<file path="src/rtl/fetch_ctrl.sv">
// fetch_ctrl: instruction-fetch sequencer owning the PC, bus handshake and a one-entry decode buffer
//   clk, reset           : clock, synchronous active-high reset
//   ireq_valid/ireq_addr : instruction bus request (addr word-aligned, stable until iresp_data_ok)
//   iresp_data_ok/_data  : single-cycle bus response pulse and instruction
//   out_valid/pc/instr   : buffered instruction offered to decode, accepted by out_ready
//   redirect_valid/_pc   : execute redirect, target low two bits forced to 0
//   fetch_count          : instructions handed to decode since reset
module fetch_ctrl #(
  parameter logic [63:0] RESET_PC = 64'h0000_0000_8000_0000
) (
  input  logic        clk,
  input  logic        reset,
  output logic        ireq_valid,
  output logic [63:0] ireq_addr,
  input  logic        iresp_data_ok,
  input  logic [31:0] iresp_data,
  output logic        out_valid,
  output logic [63:0] out_pc,
  output logic [31:0] out_instr,
  input  logic        out_ready,
  input  logic        redirect_valid,
  input  logic [63:0] redirect_pc,
  output logic [63:0] fetch_count
);
  typedef enum logic [1:0] {REQ, HOLD, DISCARD} state_t;
  state_t      r_state, w_state_nxt;
  logic [63:0] r_pc, w_pc_nxt;
  logic [63:0] r_pending_pc, w_pending_nxt;
  logic [63:0] r_out_pc, w_out_pc_nxt;
  logic [31:0] r_out_instr, w_instr_nxt;
  logic [63:0] r_fetch_count, w_count_nxt;
  logic [63:0] w_redir;
  assign w_redir     = redirect_pc & ~64'd3;
  assign ireq_valid  = (r_state == REQ || r_state == DISCARD) && !reset;
  assign ireq_addr   = r_pc;
  assign out_valid   = (r_state == HOLD) && !reset;
  assign out_pc      = r_out_pc;
  assign out_instr   = r_out_instr;
  assign fetch_count = r_fetch_count;
  always_ff @(posedge clk) begin
    if (reset) begin
      r_state       <= REQ;
      r_pc          <= RESET_PC;
      r_pending_pc  <= '0;
      r_out_pc      <= '0;
      r_out_instr   <= '0;
      r_fetch_count <= '0;
    end else begin
      r_state       <= w_state_nxt;
      r_pc          <= w_pc_nxt;
      r_pending_pc  <= w_pending_nxt;
      r_out_pc      <= w_out_pc_nxt;
      r_out_instr   <= w_instr_nxt;
      r_fetch_count <= w_count_nxt;
    end
  end
  always_comb begin
    w_state_nxt   = r_state;
    w_pc_nxt      = r_pc;
    w_pending_nxt = r_pending_pc;
    w_out_pc_nxt  = r_out_pc;
    w_instr_nxt   = r_out_instr;
    w_count_nxt   = r_fetch_count;
    case (r_state)
      REQ: begin
        if (redirect_valid && iresp_data_ok) begin
          w_pc_nxt = w_redir;
        end else if (redirect_valid) begin
          // keep ireq_addr stable; the old response is still owed and must be swallowed
          w_pending_nxt = w_redir;
          w_state_nxt   = DISCARD;
        end else if (iresp_data_ok) begin
          w_out_pc_nxt = r_pc;
          w_instr_nxt  = iresp_data;
          w_state_nxt  = HOLD;
        end
      end
      HOLD: begin
        if (redirect_valid) begin
          w_pc_nxt    = w_redir;
          w_state_nxt = REQ;
        end else if (out_ready) begin
          w_pc_nxt    = r_pc + 64'd4;
          w_count_nxt = r_fetch_count + 64'd1;
          w_state_nxt = REQ;
        end
      end
      DISCARD: begin
        if (iresp_data_ok) begin
          w_pc_nxt    = redirect_valid ? w_redir : r_pending_pc;
          w_state_nxt = REQ;
        end else if (redirect_valid) begin
          w_pending_nxt = w_redir;
        end
      end
      default: w_state_nxt = REQ;
    endcase
  end
endmodule

</file>
<file path="config.mk">
export PLATFORM = sky130hd
export DESIGN_NAME = fetch_ctrl
export DESIGN_NICKNAME = d
export VERILOG_FILES = /design/src/rtl/fetch_ctrl.sv
export SDC_FILE = /design/constraint.sdc
export NUM_CORES = 1
export LEC_CHECK = 0
export ABC_AREA = 0
export CAP_MARGIN = 15
export CELL_PAD_IN_SITES_DETAIL_PLACEMENT = 1
export CELL_PAD_IN_SITES_GLOBAL_PLACEMENT = 1
export CORE_MARGIN = 2
export CORE_UTILIZATION = 49
export DETAILED_ROUTE_END_ITERATION = 10
export DONT_BUFFER_PORTS = 1
export PLACE_DENSITY_LB_ADDON = 0.1
export SLEW_MARGIN = 15
export SYNTH_ARGS = -nofsm -noshare
export SYNTH_HDL_FRONTEND = slang
export SYNTH_SLANG_ARGS = --single-unit
</file>
<file path="constraint.sdc">
create_clock -name clk -period 4 [get_ports clk]
set_input_delay 0.8 -clock clk [delete_from_list [all_inputs] [get_ports clk]]
set_output_delay 0.8 -clock clk [all_outputs]
set_load 0.005 [all_outputs]
</file>
==> flow_summary.ini, run 1 <==
[setup_path]
cpLargestDelayFamily = simple AND/OR/NAND/NOR gates
path_buf_inv = 1
critPathArrivalTime_ns = 3.50
start_kind = flip-flop
cp-end-kind = flip-flop
worstSetupPathType = reg -> reg
critPathMaxFanout = 13
crit_top_cell = nand4_1
critPathMaxStageDelay_ns = 0.54
crit_chain = ha_1 > and3b_1 > nand4_1 > nor4_4 > buf_4 > nand4_1 > xor2_1 > nor2_1
crit_slowest_cell = ha_1
crit_required_ns = 4.44

[synth]
synth-edff-count = 0
ys_warn_count = 0
ys_seq_area_share_pct = 43.3
synth_area_per_cell_sq_um = 7.74
synth_ff_type = dfxtp_1
netlist_instances = 1732
postSynthRegisterBits = 290
async_flop_share_pct = 0
synth_nets = 1839
synth_cell_types = 80
synth_area_sq_mm = 0.0134

[final_layout]
nets = 1770
area_delta_synth_final_pct = 8.69
drive_gt1_share_pct = 5.76
fillers = 3317
diodes = 0
utilization_pct = 54.1
seq_area_sq_mm = 0.00581
multi_input_area_sq_mm = 0.00701

[drt]
drcViolationCount = 0
drt_iter0_drc = 872
vias = 12800
wl_mm = 44.5
dr.pass1.iters = 5
wire_per_inst_um = 22.0
final_antenna_net_count = 0
via_per_inst = 6.33

[timing]
clock_skew_ns = 0.0188
hold_viol = 0
max_freq_mhz = 326
post-route-period-util_pct = 76.6
maxSlewViolCount = 0
period_needed_ns = 3.06
worstMarginPinSlew_ns = 0.735
setup-tns-final_ns = 0
finalSetupViolCount = 0
rsz0062_at_grt = false
slew_headroom_pct = 50.6

[grt]
grt_overflow_total = 0
grt_pass1_wl_mm = 70.1
grtUsageTotal_pct = 30.0
grt_use_met1_pct = 38.1
grt_pass1_vias = 12900
met2_usage_pct = 49.6
grt_max_degree = 275
antenna_found_initial = 1
gr-max-usage-layer = met2
grt.met3_usage_pct = 7.58

[floorplan]
num_rows = 60
die_area_sq_mm = 0.0287
die_w_um = 169
die_h_um = 169
start_util_pct = 49.8
core_area_sq_mm = 0.0270
ioPinCount = 327

[clock_tree]
cts_tree = done
cts-buffers-inserted = 31
clk_pin_slew_ns = 0.06
holdBufCountCts = 0
cts.path.max_buffers = 3
ctsResizeCount = 0
cts-root-buf = clkbuf_16
clock_sinks = 290
cts_setup_buffers = 0
clock_latency_ns = 0.56
h-tree-depth = 1

[outcome]
status = finished clean

[placed_design]
globalplace.congestion = 0.827
dpl.hpwl_mm = 29.4
io_buffers = 0

[job]
drv_cap = 0

[min_path]
hold_path.class = in -> reg

[power_and_ir_drop]
peakVddDrop_mv = 0.335
total_leakage_power_uw = 0.00501
power_density_mw_per_mm2 = 477
## synth_stat cells (5+ instances only)
cell type	instances	area [sq um]
a31oi_1	18	113
xor2_1	54	473
o22a_1	5	43.8
nand2_1	402	1510
buf_1	8	30.0
dfxtp_1	290	5810
nor2b_1	5	31.3
nand4_1	40	250
a21oi_1	217	1090
o21ai_0	93	465
and4_1	15	131
or3_1	5	31.3
nor2_1	117	439
o31ai_1	9	67.6
nor3_1	27	135
inv_1	16	60.1
a211oi_1	18	135
nor4_1	13	81.3
xnor2_1	18	158
clkbuf_1	102	383
a221o_1	6	60.1
a22oi_1	28	210
and3_1	22	138
buf_6	5	56.3
a41oi_1	5	43.8
a22o_1	11	96.3
and2_1	8	50.1
a222oi_1	10	100
nand3_1	59	295
a221oi_1	10	87.6
ha_1	6	75.1
buf_2	7	35.0
## sequential cells by signal (all words and copies together) (netlist names)
name,count
fetch_count,64
r_state,2
r_pending_pc,64
out_instr,32
out_pc,64
ireq_addr,64
## worst reg2reg max path: stages, from the launching register on
cell     delay, ns
dfxtp_1       0.42
ha_1          0.54
and3b_1       0.40
nand4_1       0.35
nor4_4        0.51
buf_4         0.30
nand4_1       0.15
xor2_1        0.21
nor2_1        0.08
## area by class of cell
class	instances	share of cell area [%]
Sequential cell	290	39.8
Clock inverter	10	0.918
Timing Repair Buffer	27	1.73
Multi-Input combinational cell	1296	48.1
Tap cell	341	2.93
Clock buffer	43	6.11
Inverter	17	0.438
## through the flow
step / cell area [sq um] / worst slack (ns) / hold slack (ns) / std cells / total power (uW)
floorplan: 13400 / 1.34 / 0.432 / 1732 / 3850
global placement: 13600 / 1.13 / 0.435 / 1971 / 4040
detailed placement: 13600 / 0.994 / 0.443 / 1971 / 4080
CTS: 14600 / 0.952 / 0.309 / 2024 / 7000
global route: 14600 / 0.650 / 0.308 / 2024 / 7230
finish: 14600 / 0.936 / 0.326 / 2024 / 6950
## cell usage in the layout (no fill, tap or decap), types with 6 or more instances in the layout
| cell | count |
|---|---|
| o31ai_1 | 9 |
| nor2_1 | 116 |
| xnor2_1 | 18 |
| inv_1 | 16 |
| nor3_1 | 27 |
| and4_1 | 15 |
| ha_1 | 6 |
| a211oi_1 | 18 |
| a31oi_1 | 18 |
| nand4_1 | 40 |
| nor4_1 | 13 |
| buf_4 | 23 |
| and3_1 | 21 |
| xor2_1 | 54 |
| nand2_1 | 402 |
| a221oi_1 | 10 |
| a21oi_1 | 217 |
| o21ai_0 | 93 |
| clkbuf_16 | 31 |
| nand3_1 | 58 |
| and2_1 | 8 |
| dfxtp_1 | 290 |
| a222oi_1 | 10 |
| a221o_1 | 6 |
| clkbuf_8 | 7 |
| a22o_1 | 11 |
| a22oi_1 | 28 |
## worst paths after layout
path                         start                to  slack, ns  cells past startpoint
setup / recovery        r_state[0]   fetch_count[54]       0.94                      8
hold reg to reg   r_pending_pc[48]  r_pending_pc[48]       0.46                      2
setup reg to reg        r_state[0]   fetch_count[54]       0.94                      8
hold / removal               reset   fetch_count[38]       0.33                      1
## logic make-up after synthesis
kind of cell / share of synthesized area (%)
simple gates: 25.1
mux: 0.224
buf+inv: 4.73
compound gates: 21.4
flops: 43.3
xor+xnor: 4.70
fa+ha+maj: 0.560
## routing by layer
metal | vias up | routed length, um
li1 | 5953 | -
met1 | 6320 | 18500
met2 | 456 | 20600
met3 | 85 | 4010
met4 | 2 | 1420
met5 | - | 16
## where the power goes
part	internal (uW)	leakage (uW)	switching [uW]	total, uW
clock network	1730	0.000501	1190	2920
registers	3040	0.00236	252	3300
logic	269	0.00215	462	731
Power figures use the tool's default switching activity.
==> run 2: changes to the inputs <==
- CORE_UTILIZATION: 49 -> 46
- clock period: 4 -> 3.1 ns (I/O delays scaled with it)
==> run 2 against run 1 <==
Maximum frequency up 12%. Worst hold slack worse by 0.13 ns. Final area up 2.9%. Critical endpoint is now ireq_addr[42]. Largest cell class unchanged.
==> flow_summary.ini, run 2 (synthesis gave the netlist of run 1 again) <==
[setup_path]
crit_slowest_cell = or3_2
path_buf_inv = 1
reg2regPathDepth = 7
critPathArrivalTime_ns = 3.10
rr_startpoint = ireq_addr[24]
critPathMaxStageDelay_ns = 0.64
worstSetupPathType = reg -> reg
crit_top_cell = o21ai_0
cpLargestDelayFamily = simple AND/OR/NAND/NOR gates
rr_endpoint = ireq_addr[42]
critPathMaxFanout = 8
cp-end-kind = flip-flop
rrSetupSlack_ns = 0.37
crit_required_ns = 3.48
crit_chain = nand4_1 > or3_2 > nor4b_4 > buf_4 > a31oi_1 > o21ai_0 > o21ai_0
start_kind = flip-flop

[timing]
setup-tns-final_ns = 0
finalSetupViolCount = 0
maxSlewViolCount = 0
max_freq_mhz = 367
slew_headroom_pct = 54.6
post-route-period-util_pct = 87.9
worstMarginPinSlew_ns = 0.675
setup_ws_ns = 0.375
rsz0062_at_grt = false
period_needed_ns = 2.73
clock_skew_ns = 0.0110
hold_viol = 0

[drt]
dr.pass1.iters = 5
wl_met3_mm = 3.64
via_per_inst = 6.07
drcViolationCount = 0
drt_iter0_drc = 872
wl_mm = 45.2
wire_per_inst_um = 21.5
final_antenna_net_count = 0
met1_length_mm = 19.4
wl_met2_mm = 21.1
top_layer = met4
vias = 12800

[placed_design]
dpl.hpwl_mm = 29.8
globalplace.congestion = 0.813
io_buffers = 0
preCtsSetupSlack_ns = 0.464

[final_layout]
drive_gt1_share_pct = 7.74
final_cell_mix = nand2_1 (402), dfxtp_1 (290), a21oi_1 (217), nor2_1 (116), o21ai_0 (93)
nets = 1801
layout_commonest_cell = nand2_1
diodes = 0
area_delta_synth_final_pct = 11.8

[clock_tree]
clock_sinks = 290
cts_tree = done
holdBufCountCts = 0
cts-root-buf = clkbuf_16
clk_pin_slew_ns = 0.06
h-tree-depth = 2
ctsResizeCount = 0
cts_setup_buffers = 0
cts-buffers-inserted = 34
cts.path.max_buffers = 3
clock_latency_ns = 0.51

[job]
drv_cap = 0

[grt]
antenna_found_initial = 0
grtUsageTotal_pct = 28.4
grt_pass1_vias = 12800
grt_overflow_total = 0
grt_pass1_wl_mm = 70.9
grt_max_degree = 275

[power_and_ir_drop]
power_density_mw_per_mm2 = 629
total_leakage_power_uw = 0.00523
peakVddDrop_mv = 0.405

[floorplan]
core_area_sq_mm = 0.0287
ioPinCount = 327
start_util_pct = 46.7
num_rows = 62
die_h_um = 175
die_w_um = 175
die_area_sq_mm = 0.0305

[min_path]
hp-start = reset
hold_path_depth = 1
hold_path.class = in -> reg
whs_endpoint = out_pc[61]

[outcome]
status = finished clean
## run 2: cell count changes in the layout (fill, tap and decap cells not counted)
cell | before | now
buf_4 | 23 | 50
clkbuf_16 | 31 | 37
clkbuf_8 | 7 | 9
clkinv_2 | 4 | 6
buf_12 | 4 | 5
bufinv_16 | 3 | 2
clkbuf_1 | 5 | 4
inv_6 | 1 | 0
## run 2: power by group
group	leakage (uW)	internal [uW]	switching, uW
clock network	0.000577	2550	1620
registers	0.00236	3930	266
logic	0.00230	391	677
total	0.00523	6870	2560
## run 2: worst max path at each step
stage | startpoint | endpoint | slack, ns | depth (start not counted)
2_1_floorplan | redirect_valid | fetch_count[58] | 0.62 | 8
3_3_place_gp | redirect_valid | fetch_count[57] | 0.50 | 6
3_5_place_dp | r_state[0] | fetch_count[57] | 0.46 | 7
4_1_cts | r_state[0] | ireq_valid | 0.40 | 5
5_1_grt | ireq_addr[14] | ireq_addr[42] | 0.22 | 7
6_report | ireq_addr[24] | ireq_addr[42] | 0.37 | 7
## run 2: layout make-up
class                      instances  area [sq um]
timing repair buffer              55           475
clock inverter                    10           105
sequential                       290          5810
multi-input combinational       1296          7010
fill                            3455         13700
inverter                          17          63.8
tap                              384           480
clock buffer                      50          1060
## run 2: through the flow
| stage | power, uW | utilization (%) | cell area (sq um) | cells | hold WS (ns) |
|---|---|---|---|---|---|
| floorplan | 4970 | - | 13400 | 1732 | 0.432 |
| global placement | 5280 | 48.2 | 13800 | 2042 | 0.438 |
| detailed placement | 5320 | 48.2 | 13800 | 2042 | 0.445 |
| CTS | 9480 | 52.3 | 15000 | 2102 | 0.170 |
| global route | 9780 | 52.3 | 15000 | 2102 | 0.170 |
| finish | 9430 | 52.3 | 15000 | 2102 | 0.199 |
## run 2: layer usage
| metal | GRT usage (%) | vias to the layer above |
|---|---|---|
| met2 | 47.6 | 390 |
| met4 | 7.74 | 0 |
| met5 | 0 | - |
| li1 | - | 6021 |
| met1 | 36.1 | 6297 |
| met3 | 7.51 | 60 |
==> run 3: changes to the inputs <==
- CAP_MARGIN: 15 -> 20
==> results of run 3 <==
Same layout as run 2: the final DEF is identical, and so are final timing and power.
